File: src/rtl/digit_serial_adder.sv
// Digit-serial add/subtract unit: processes DIGIT bits per cycle over WIDTH/DIGIT cycles,
// with the carry held in a register between digits and a valid/ready handshake on each side.
module digit_serial_adder #(
    parameter int WIDTH = 8,
    parameter int DIGIT = 2
) (
    input  logic             clk,
    input  logic             rst,
    input  logic             in_valid,
    output logic             in_ready,
    input  logic [WIDTH-1:0] a,
    input  logic [WIDTH-1:0] b,
    input  logic             cin,
    input  logic             sub,
    output logic             out_valid,
    input  logic             out_ready,
    output logic [WIDTH-1:0] sum,
    output logic             cout,
    output logic             ovf
);

    localparam int NDIG = WIDTH / DIGIT;
    localparam int CW   = (NDIG > 1) ? $clog2(NDIG) : 1;
    localparam logic [CW-1:0]    LAST  = CW'(NDIG - 1);
    localparam logic [WIDTH-1:0] DMASK = {WIDTH{1'b1}} >> (WIDTH - DIGIT);

    typedef enum logic [1:0] {
        IDLE,
        BUSY,
        DONE
    } state_t;

    state_t            state;
    logic [WIDTH-1:0]  a_reg;
    logic [WIDTH-1:0]  b_reg;
    logic              carry;
    logic [CW-1:0]     cnt;

    int                offset;
    logic [DIGIT-1:0]  da;
    logic [DIGIT-1:0]  db;
    logic [DIGIT-1:0]  slice_sum;
    logic              slice_cout;
    logic              c;
    logic [WIDTH-1:0]  sum_next;

    assign in_ready = (state == IDLE);

    // One ripple slice of DIGIT full adders fed by the carry register; the
    // result digit is merged into its place in sum without disturbing the rest.
    always_comb begin
        offset     = int'(cnt) * DIGIT;
        da         = DIGIT'(a_reg >> offset);
        db         = DIGIT'(b_reg >> offset);
        c          = carry;
        slice_sum  = '0;
        for (int i = 0; i < DIGIT; i++) begin
            slice_sum[i] = da[i] ^ db[i] ^ c;
            c            = (da[i] & db[i]) | (c & (da[i] ^ db[i]));
        end
        slice_cout = c;
        sum_next   = (sum & ~(DMASK << offset)) | (WIDTH'(slice_sum) << offset);
    end

    always_ff @(posedge clk) begin
        if (rst) begin
            state     <= IDLE;
            out_valid <= 1'b0;
            sum       <= '0;
            cout      <= 1'b0;
            ovf       <= 1'b0;
            carry     <= 1'b0;
            cnt       <= '0;
            a_reg     <= '0;
            b_reg     <= '0;
        end else begin
            case (state)
                IDLE: begin
                    if (in_valid) begin
                        a_reg <= a;
                        b_reg <= sub ? ~b : b;
                        carry <= sub ? ~cin : cin;
                        cnt   <= '0;
                        state <= BUSY;
                    end
                end
                BUSY: begin
                    sum   <= sum_next;
                    carry <= slice_cout;
                    // The last digit carries the MSB, so overflow uses the fresh slice result.
                    if (cnt == LAST) begin
                        cout      <= slice_cout;
                        ovf       <= (a_reg[WIDTH-1] == b_reg[WIDTH-1]) &&
                                     (slice_sum[DIGIT-1] != a_reg[WIDTH-1]);
                        out_valid <= 1'b1;
                        cnt       <= '0;
                        state     <= DONE;
                    end else begin
                        cnt <= cnt + 1'b1;
                    end
                end
                DONE: begin
                    if (out_ready) begin
                        out_valid <= 1'b0;
                        state     <= IDLE;
                    end
                end
                default: state <= IDLE;
            endcase
        end
    end

endmodule

File: config.mk
export PLATFORM = sky130hd
export DESIGN_NAME = digit_serial_adder
export DESIGN_NICKNAME = d
export VERILOG_FILES = /design/src/rtl/digit_serial_adder.sv
export SDC_FILE = /design/constraint.sdc
export NUM_CORES = 1
export LEC_CHECK = 0
export ABC_AREA = 1
export ABC_CLOCK_PERIOD_IN_PS = 2900
export CORE_MARGIN = 2
export CORE_UTILIZATION = 49
export DETAILED_ROUTE_END_ITERATION = 12
export GPL_ROUTABILITY_DRIVEN = 0
export PLACE_DENSITY = 0.78
export SLEW_MARGIN = 10
export SYNTH_ARGS = -nofsm -noshare
export SYNTH_HDL_FRONTEND = slang
export SYNTH_SLANG_ARGS = --single-unit
File: constraint.sdc
create_clock -name clk -period 2.9 [get_ports clk]
set_input_delay 0.29 -clock clk [delete_from_list [all_inputs] [get_ports clk]]
set_output_delay 0.29 -clock clk [all_outputs]
set_load 0.02 [all_outputs]
==> impl_metrics.csv <==
group,metric,value,unit
power,p_leak,0.000815,uW
grt,grt_pass1_vias,1231,
floorplan,start_util,51.0,%
sta,worstMarginPinSlew,0.455,ns
clock_network,cts_tree,"done",
sta,max_freq,0.416,GHz
layout,nNetsFinal,270,
synthesis,syn_nets,235,
synthesis,yosysTopAreaCellShare,41.8,%
grt,grtUsageTotal,19.5,%
grt,grt.overflow.total,0,
synthesis,synth_area,0.00153,mm^2
synthesis,synth_top_family_by_area,"simple AND/OR/NAND/NOR gates",
worst_setup_path,cp-end-kind,"flop",
sta,fin_ws,0.494,ns
route,avgViaCountPerCell,5.03,
layout,final-seq-area,641,um^2
floorplan,io_pins,34,
clock_network,clock-sinks,32,
layout,n_antenna_cell,0,
layout,multi_input_area,763,um^2
floorplan,rows,20,
placed_design,port_buffers,33,
clock_network,cts_resized,0,
clock_network,clkTransAtPathRegs,0.10,ns
sta,slew_violations,0,
sta,tns,0,ns
worst_setup_path,path_max_fanout,11,
sta,period_needed,2.41,ns
route,vias,1383,
layout,layout-area-overhead-vs-synth,26.6,%
grt,antenna_found_initial,0,
synthesis,ys_seq_area_share,41.8,%
route,drcViolationCount,0,
synthesis,synth.most_common_cell,"nand2_1",
synthesis,synth.area.top_cells,"dfxtp_1, nand2_1, o21ai_0, nor2_1, a21oi_1",
sta,final_hold_viol_count,0,
layout,nFillCells,285,
worst_setup_path,setup.worst_path.start_class,"flop",
route,drt_iter0_drc,74,
synthesis,avgSynthCellArea,7.40,um^2
status,status,"completed",
sta,max_slew_margin,69.6,%
synthesis,synth_compound_area_share,16.7,%
clock_network,cts_made_buffers,5,
clock_network,clockRootBuffer,"clkbuf_4",
grt,grt_max_degree,18,
synthesis,ys_ff_latch,32,
clock_network,holdBufCountCts,0,
worst_setup_path,crit_arrival,2.67,ns
layout,post-route-util,64.5,%
power,vdd_drop_max,0.308,mV
synthesis,yosysUniqueCellTypes,21,
sta,setup_viol,0,
synthesis,synthMuxAreaShare,0,%
synthesis,synth_commonest_cells,"nand2_1, dfxtp_1, nor2_1, o21ai_0, a21oi_1",
sta,finClkSkew,0.0126,ns
floorplan,dieWidth,59.9,um
route,wl_per_cell,11.0,um
sta,period_share,83.0,%
synthesis,postSynth.asyncResetShare,0,%
placed_design,place_ws,0.532,ns
power,powerDensity,492,mW/mm^2
synthesis,synth-main-ff-cell,"dfxtp_1",
route,firstDrtPassIters,4,
layout,drive_gt1_share,6.20,%
clock_network,clock_path_buffers,2,
job,cap_violations,0,
worst_setup_path,critPathRequiredTime,3.17,ns
synthesis,synthXorXnorAreaFrac,4.58,%
placed_design,dp_hpwl,2230,um
worst_hold_path,hold_class,"flop to flop",
synthesis,yosys.area_share.simple,22.7,%
route,finalWirelength,3020,um
synthesis,ys.warnings.count,0,
synthesis,synthCells,207,
grt,grt_pass1_wl,5220,um
clock_network,postCtsSetupRepairBufs,0,
synthesis,synth_top_area_cell,"dfxtp_1",
clock_network,htreeDepth,2,
route,drt.antenna.violating_nets,0,
synthesis,synthAdderAreaFrac,5.88,%
floorplan,core,0.00300,mm^2
floorplan,die_area,0.00359,mm^2
sta,rsz0062_at_grt,"no",
clock_network,clk_latency,0.34,ns
floorplan,die_h,59.9,um
worst_setup_path,criticalPathCategory,"flop to flop",
synthesis,synth_edf_count,0,
## critical path: stages, from the launching register on
cell and delay (ns):
dfxtp_1 0.35, clkinv_1 0.23, o21ai_0 0.22, o22ai_1 0.12, fa_1 0.43, fa_1 0.53
inv_1 0.06, nor2_1 0.12, nand3_1 0.10, a21oi_1 0.17
## power breakdown
group / leakage (uW) / switching [uW] / internal [uW] / total (uW)
registers: 0.000262 / 14.7 / 465 / 480
logic: 0.000516 / 106 / 84.0 / 190
clock network: 0.0000374 / 146 / 137 / 284
total: 0.000815 / 267 / 686 / 954
## worst paths after layout
check                            start      to  slack (ns)  cells after the start
worst max-delay path            cnt[0]  sum[1]        0.49                      9
worst min-delay path            sum[6]  sum[6]        0.47                      2
worst max register to register  cnt[0]  sum[1]        0.49                      9
worst min register to register  sum[6]  sum[6]        0.47                      2
## cell type report
class	instances	share of cell area (%)
multi-input combinational	147	39.4
tap	33	2.13
inverter	20	3.87
clock buffer	7	3.36
sequential	32	33.1
timing repair buffer	36	18.2
## layer usage
layer,GRT usage (%),vias up,wire [um]
li1,-,735,-
met1,24.6,611,1470
met2,30.6,29,1360
met3,5.41,8,124
met4,9.52,0,63
met5,0,-,0
## placed cells by master (no fill, tap or decap), types with 2 or more instances in the layout
cell / instances
clkbuf_8: 2
clkdlybuf4s50_1: 33
inv_2: 2
ha_1: 4
a21oi_1: 22
nor2_1: 30
xor2_1: 8
fa_1: 2
nand2_1: 37
dfxtp_1: 32
clkbuf_4: 5
o22ai_1: 4
nand3_1: 12
buf_4: 3
o21ai_0: 24
clkinv_1: 2
inv_1: 16
## cell families after synthesis
group	Yosys count
compound gates	50
simple gates	83
flops	32
xor+xnor	8
buf+inv	28
fa+ha+maj	6
## through the flow
step / instances / power [uW] / instance area [um^2] / hold WS [ns]
detailed placement: 268 / 681 / 1870 / 0.455
CTS: 275 / 957 / 1940 / 0.469
finish: 275 / 954 / 1940 / 0.468
floorplan: 207 / 615 / 1530 / 0.359
global placement: 268 / 677 / 1870 / 0.449
global route: 275 / 1010 / 1940 / 0.496
Note: power is estimated with default switching activity, not from simulation.
